**config.mk**
```make
export PLATFORM = sky130hd
export DESIGN_NAME = rotation_slicer
export DESIGN_NICKNAME = d
export VERILOG_FILES = /design/src/rtl/spirose_pkg.sv /design/src/rtl/slice_accumulator.sv /design/src/rtl/rotation_slicer.sv
export SDC_FILE = /design/constraint.sdc
export NUM_CORES = 1
export LEC_CHECK = 0
export CAP_MARGIN = 10
export CORE_MARGIN = 2
export CORE_UTILIZATION = 40
export CTS_CLUSTER_DIAMETER = 50
export DETAILED_ROUTE_END_ITERATION = 12
export GPL_ROUTABILITY_DRIVEN = 0
export HOLD_SLACK_MARGIN = 0.08
export PLACE_DENSITY_LB_ADDON = 0.05
export SYNTH_ARGS = -nofsm -noshare
export SYNTH_HDL_FRONTEND = slang
export SYNTH_SLANG_ARGS = --single-unit
```
**constraint.sdc**
```tcl
create_clock -name i_clk -period 3.6 [get_ports i_clk]
set_clock_uncertainty 0.2 [all_clocks]
set_input_delay 0.9 -clock i_clk [delete_from_list [all_inputs] [get_ports i_clk]]
set_output_delay 0.9 -clock i_clk [all_outputs]
set_load 0.05 [all_outputs]
```
**src/rtl/spirose_pkg.sv**
```systemverilog
// Shared constants and types for the rotation-synchronised display pipeline.
// NB_SLICES_DEFAULT : slices per rotation used when a block is not overridden
// slice_idx_t       : slice index type shared with the column/slice scheduler
package spirose_pkg;

  localparam int unsigned NB_SLICES_DEFAULT = 128;
  localparam int unsigned SLICE_IDX_W       = $clog2(NB_SLICES_DEFAULT);

  typedef logic [SLICE_IDX_W-1:0] slice_idx_t;

endpackage

```
**src/rtl/slice_accumulator.sv**
```systemverilog
// Splits one rotation into NB_SLICES evenly spaced ticks without a divider.
// Each cycle the accumulator gains NB_SLICES. Whenever it reaches the period, a
// tick is issued and the period is subtracted. The index saturates at the last
// slice, so a rotation that runs long holds its final slice instead of wrapping.
// Ports:
//   i_clk, i_rst : clock, asynchronous active-high reset
//   i_period     : rotation period in cycles (previous rotation)
//   i_restart    : start of a rotation; tick with index 0, accumulator cleared
//   i_enable     : slicing allowed (period valid and not stalling)
//   o_tick       : 1-cycle pulse at the start of each slice
//   o_idx        : current slice index
module slice_accumulator
  import spirose_pkg::*;
#(
  parameter int unsigned NB_SLICES = NB_SLICES_DEFAULT,
  parameter int unsigned PERIOD_W  = 24,
  localparam int unsigned IDX_W    = $clog2(NB_SLICES)
) (
  input  logic                i_clk,
  input  logic                i_rst,
  input  logic [PERIOD_W-1:0] i_period,
  input  logic                i_restart,
  input  logic                i_enable,
  output logic                o_tick,
  output logic [IDX_W-1:0]    o_idx
);

  localparam int unsigned ACC_W = PERIOD_W + 1;
  localparam logic [ACC_W-1:0] ACC_STEP = ACC_W'(NB_SLICES);
  localparam logic [IDX_W-1:0] LAST_IDX = IDX_W'(NB_SLICES - 1);

  logic [ACC_W-1:0] r_acc;
  logic [IDX_W-1:0] r_idx;
  logic             r_tick;

  logic [ACC_W-1:0] w_sum;
  logic [ACC_W-1:0] w_period;
  logic             w_hit;
  logic             w_last;

  assign w_sum    = r_acc + ACC_STEP;
  assign w_period = {1'b0, i_period};
  assign w_hit    = (w_sum >= w_period);
  // Once the last slice is reached the accumulator freezes until the next restart.
  assign w_last   = (r_idx == LAST_IDX);

  always_ff @(posedge i_clk or posedge i_rst) begin
    if (i_rst) begin
      r_acc  <= '0;
      r_idx  <= '0;
      r_tick <= 1'b0;
    end else begin
      r_tick <= 1'b0;
      if (i_restart) begin
        r_acc  <= '0;
        r_idx  <= '0;
        r_tick <= 1'b1;
      end else if (i_enable && !w_last) begin
        if (w_hit) begin
          r_acc  <= w_sum - w_period;
          r_idx  <= r_idx + IDX_W'(1);
          r_tick <= 1'b1;
        end else begin
          r_acc <= w_sum;
        end
      end
    end
  end

  assign o_tick = r_tick;
  assign o_idx  = r_idx;

endmodule

```
**src/rtl/rotation_slicer.sv**
```systemverilog
// Measures the rotation period between accepted hall rising edges and slices the
// following rotation into NB_SLICES ticks with a running slice index.
// Ports:
//   i_clk, i_rst   : clock, asynchronous active-high reset
//   i_hall_sync    : synchronised hall level
//   o_rot_start    : 1-cycle pulse on each accepted rising edge
//   o_slice_tick   : 1-cycle pulse at the start of every slice
//   o_slice_idx    : current slice index, meaningful while o_period_valid
//   o_period       : last measured rotation period in cycles
//   o_period_valid : a period is measured and the rotor is not stalled
//   o_stalled      : no accepted edge for 2**PERIOD_W-1 cycles
module rotation_slicer
  import spirose_pkg::*;
#(
  parameter int unsigned NB_SLICES  = NB_SLICES_DEFAULT,
  parameter int unsigned PERIOD_W   = 24,
  parameter int unsigned MIN_PERIOD = 1000,
  localparam int unsigned IDX_W     = $clog2(NB_SLICES)
) (
  input  logic                i_clk,
  input  logic                i_rst,
  input  logic                i_hall_sync,
  output logic                o_rot_start,
  output logic                o_slice_tick,
  output logic [IDX_W-1:0]    o_slice_idx,
  output logic [PERIOD_W-1:0] o_period,
  output logic                o_period_valid,
  output logic                o_stalled
);

  localparam logic [PERIOD_W-1:0] CNT_MAX = {PERIOD_W{1'b1}};
  localparam logic [PERIOD_W-1:0] CNT_MIN = PERIOD_W'(MIN_PERIOD);

  logic                r_hall_q;
  logic [PERIOD_W-1:0] r_cnt;
  logic                r_armed;
  logic [PERIOD_W-1:0] r_period;
  logic                r_period_valid;
  logic                r_stalled;
  logic                r_rot_start;

  logic w_rise;
  logic w_accept;
  logic w_measure;
  logic w_stall_set;

  assign w_rise      = i_hall_sync & ~r_hall_q;
  // The first edge after reset or a stall has no reference, so lockout does not apply.
  assign w_accept    = w_rise & (~r_armed | (r_cnt >= CNT_MIN));
  assign w_measure   = w_accept & r_armed;
  // An accepted edge on the saturation cycle wins over the stall.
  assign w_stall_set = ~w_accept & (r_cnt == CNT_MAX) & ~r_stalled;

  always_ff @(posedge i_clk or posedge i_rst) begin
    if (i_rst) begin
      // A level already high at release must not look like an edge.
      r_hall_q       <= 1'b1;
      r_cnt          <= '0;
      r_armed        <= 1'b0;
      r_period       <= '0;
      r_period_valid <= 1'b0;
      r_stalled      <= 1'b0;
      r_rot_start    <= 1'b0;
    end else begin
      r_hall_q    <= i_hall_sync;
      r_rot_start <= w_accept;
      if (w_accept) begin
        r_cnt     <= PERIOD_W'(1);
        r_armed   <= 1'b1;
        r_stalled <= 1'b0;
        if (r_armed) begin
          r_period       <= r_cnt;
          r_period_valid <= 1'b1;
        end
      end else begin
        if (r_cnt != CNT_MAX) begin
          r_cnt <= r_cnt + PERIOD_W'(1);
        end
        if (w_stall_set) begin
          r_stalled      <= 1'b1;
          r_period_valid <= 1'b0;
          r_armed        <= 1'b0;
        end
      end
    end
  end

  slice_accumulator #(
    .NB_SLICES(NB_SLICES),
    .PERIOD_W (PERIOD_W)
  ) u_slice_accumulator (
    .i_clk    (i_clk),
    .i_rst    (i_rst),
    .i_period (r_period),
    .i_restart(w_measure),
    .i_enable (r_period_valid & ~w_stall_set),
    .o_tick   (o_slice_tick),
    .o_idx    (o_slice_idx)
  );

  assign o_rot_start    = r_rot_start;
  assign o_period       = r_period;
  assign o_period_valid = r_period_valid;
  assign o_stalled      = r_stalled;

endmodule
```
==> summary.md <==
| Metric | Value |
|---|---|
| Commonest non-fill, non-tap cell in the layout | `dfrtp_1` |
| Hold Slack | `0.309 ns` |
| Initial antenna violation count | `0` |
| Core box area | `13,700 sq um` |
| Die ar. | `14,900 sq um` |
| Fill count | `between 1k and 1.5k` |
| Worst Hold Depth | `1` |
| Final Max Slew Viols | `0` |
| Seq cells post-synth | `86` |
| Max rail drop VDD | `approximately 350 uV` |
| Cell Area, Synth | `5570 sq um` |
| Cell Pwr Density | `about 1100 nW/um^2` |
| Critical Path Start Type | `register` |
| Distinct cells, synth | `69` |
| Cell count of the worst reg-to-reg path | `15` |
| CP dominant cell by count | `buf_4` |
| Total gr overflow | `0` |
| Hold Path Class | `reg -> reg` |
| CP Max Fanout | `4` |
| Via Count | `4,776` |
| Clock transition at the registers of the reported paths | `0.06 ns` |
| Fmax | `293 MHz` |
| Cts hold-fix bufs | `0` |
| Antenna cells | `0` |
| Synthesized area per cell | `8.96 sq um` |
| Worst hold path startpoint | `u_slice_accumulator.r_acc[3]` |
| H-tree levels | `3` |
| Die Y | `~120 um` |
| Critical path endpoint category | `register` |
| Starting Density | `40.6%` |
| Slowest stage delay, CP | `0.46 ns` |
| Via count of the first global-routing pass | `4,698` |
| Worst-case clock buffer depth | `2` |
| Worst Max-Slew Pin Slew | `0.852 ns` |
| Post-synth EDFFs | `0` |
| WHS Endpoint | `u_slice_accumulator.r_acc[3]` |
| Most frequent cells in the layout | `dfrtp_1, nand2_1, nor2_1, buf_4, inv_1` |
| Dominant synthesized flop cell | `dfrtp_1` |
| Seq/Total Area, Yosys | `38.7%` |
| Post-synth top area share | `between 30% and 40%` |
| Worst R2R Setup Slack | `0.18 ns` |
| Die width | `122 um` |
| CTS tree | `yes` |
| Vias/cell | `5.43` |
| Ports | `38` |
| Tcrit/Tclk final | `94.9%` |
| Slowest-stage cell, CP | `or4_1` |
| Rel. slew slack | `43.2%` |
| Pleak | `2.89 nW` |
| Critical Path AT | `3.48 ns` |
| Worst-skew pair later-pin latency | `0.35 ns` |
| Clk sinks | `86` |
| Routed length per instance | `17.0 um` |
| Area contributors post-synth | `dfrtp_1, ha_1, xor2_1` |
| Req. time, crit path | `around 3.7 ns` |
| R2R Path End | `u_slice_accumulator.r_acc[7]` |
| Quantity of I/O buffers inserted on ports | `37` |
| DR DRC count | `0` |
| Routed Antenna Nets | `0` |
| Yosys Warn Count | `0` |
| Gate Count Post-Synth | `622` |
| Initial drt markers | `300` |
| Crit-path cells | `buf_4, inv_1, nor3_2, xor2_1, ha_1, buf_4, nand2_1, o21ai_1, or3_4, o211ai_4, a211oi_4, buf_4, or4_1, o31a_1, a21oi_1` |
| Detail Placement HPWL | `11,300 um` |
| P&R area growth vs syn | `21.7%` |
| Fin crit period | `between 3 and 4 ns` |
| # rows | `43` |
| Final wirelength | `15,000 um` |
| Pre-Repair DR Iteration Count | `4` |
| Worst r2r src | `u_slice_accumulator.r_acc[11]` |
| Total global-route track usage | `a little over a fifth` |
| First-pass GRT wire length | `approximately 24,000 um` |
| Largest area contributor in the netlist | `dfrtp_1` |
| Mapped Nets | `654` |
| Final #Nets | `726` |
| Layout Utilization | `49.4%` |
| Status | `completed` |
| Num CTS Buffers | `9` |
| Root Buffer | `clkbuf_16` |
| Post-synthesis async set-or-reset flop share | `100%` |
| Setup violations, final | `0` |
| Layout cells sized above 1 | `13.7%` |
| Hold Fails Final Rpt | `0` |
| Largest net degree at the start of global routing | `55` |
| Number of max-cap violations | `0` |
| WS Path Type | `reg -> reg` |
synth_stat cells (7+ instances only):
master,number
a21o_1,11
a21oi_1,29
a22o_1,7
and3_1,9
buf_2,7
clkbuf_1,10
dfrtp_1,85
ha_1,28
inv_1,41
mux2i_1,12
nand2_1,68
nand2b_1,8
nand3_1,22
nand4_1,19
nor2_1,52
nor2b_1,7
nor3_1,12
o21ai_0,39
o21ai_1,10
xnor2_1,21
xor2_1,32
final cells by class:
type	count	area (sq um)	share of cell area, %
clock inverter	3	26.3	0.388
clock buffer	13	270	3.99
multi-input combinational	472	3190	47.1
sequential	86	2160	31.8
inverter	41	155	2.29
tap	180	225	3.32
timing repair buffer	84	756	11.1
routing by layer:
| metal | vias up | wire length [um] | global-route usage, % |
|---|---|---|---|
| met2 | 77 | 6870 | 32.8 |
| met4 | 0 | 194 | 6.25 |
| met5 | - | 0 | 0 |
| li1 | 2351 | - | - |
| met3 | 10 | 492 | 4.03 |
| met1 | 2338 | 7410 | 30.0 |
worst max-delay path by stage:
stage / startpoint / to / slack (ns)
after floorplan: u_slice_accumulator.r_acc[14] / u_slice_accumulator.o_idx[3] / 0.18
after global placement: u_slice_accumulator.r_acc[11] / u_slice_accumulator.r_acc[7] / 0.03
after detailed placement: u_slice_accumulator.r_acc[7] / u_slice_accumulator.r_acc[24] / 0.04
after CTS: u_slice_accumulator.r_acc[7] / u_slice_accumulator.r_acc[7] / 0.02
after global routing: u_slice_accumulator.r_acc[11] / u_slice_accumulator.r_acc[7] / -0.02
final: u_slice_accumulator.r_acc[11] / u_slice_accumulator.r_acc[7] / 0.18
where the power goes:
part | switching (mW) | internal, mW
sequential | 0.272 | 1.29
clock | 0.408 | 0.530
combinational | 2.74 | 2.08
total | 3.42 | 3.91
cells by family (layout without fill, tap and decap cells):
kind of cell / count (synthesis) / in the layout / synth area share, %
AO/OA/AOI/OAI: 146 / 146 / 17.6
AND/OR/NAND/NOR: 232 / 232 / 21.4
adder cells (fa/ha/maj): 29 / 29 / 6.65
buffers and inverters: 64 / 141 / 5.21
multiplexers: 12 / 12 / 2.16
flip-flops: 86 / 86 / 38.7
XOR/XNOR: 53 / 53 / 8.33
critical path, delay by kind of cell, from the launching register on:
family,cells,cell delay (ns)
AOI/OAI and AO/OA,5,0.69
xor gates and xnor gates,1,0.20
adders and majority gates,1,0.30
buffers and inverters,4,0.53
DFF,1,0.36
and+or+nand+nor,4,1.04
stage by stage:
step	total power, mW	instance area (sq um)	setup TNS (ns)	instances	worst slack, ns
final	7.33	6780	0	879	0.183
after floorplan	4.94	5570	0	622	0.180
after detailed placement	6.18	6360	0	858	0.0369
after global routing	7.90	6780	-0.0242	879	-0.0182
after CTS	7.15	6660	0	874	0.0237
after global placement	6.15	6360	0	858	0.0328
state kept, by name (all words and copies together) (netlist names):
signal                      count
o_stalled                       1
u_slice_accumulator.o_idx       7
r_cnt                          24
u_slice_accumulator.r_acc      25
r_hall_q                        1
o_period                       24
r_armed                         1
o_rot_start                     1
u_slice_accumulator.o_tick      1
o_period_valid                  1
what timing repair did:
item	4_1_cts	5_1_grt
setup buffers	0	5
setup endpoints to repair	0	32
endpoints found under the hold margin	0	0
resized for setup	0	23
Note: power is estimated with default switching activity, not from simulation.
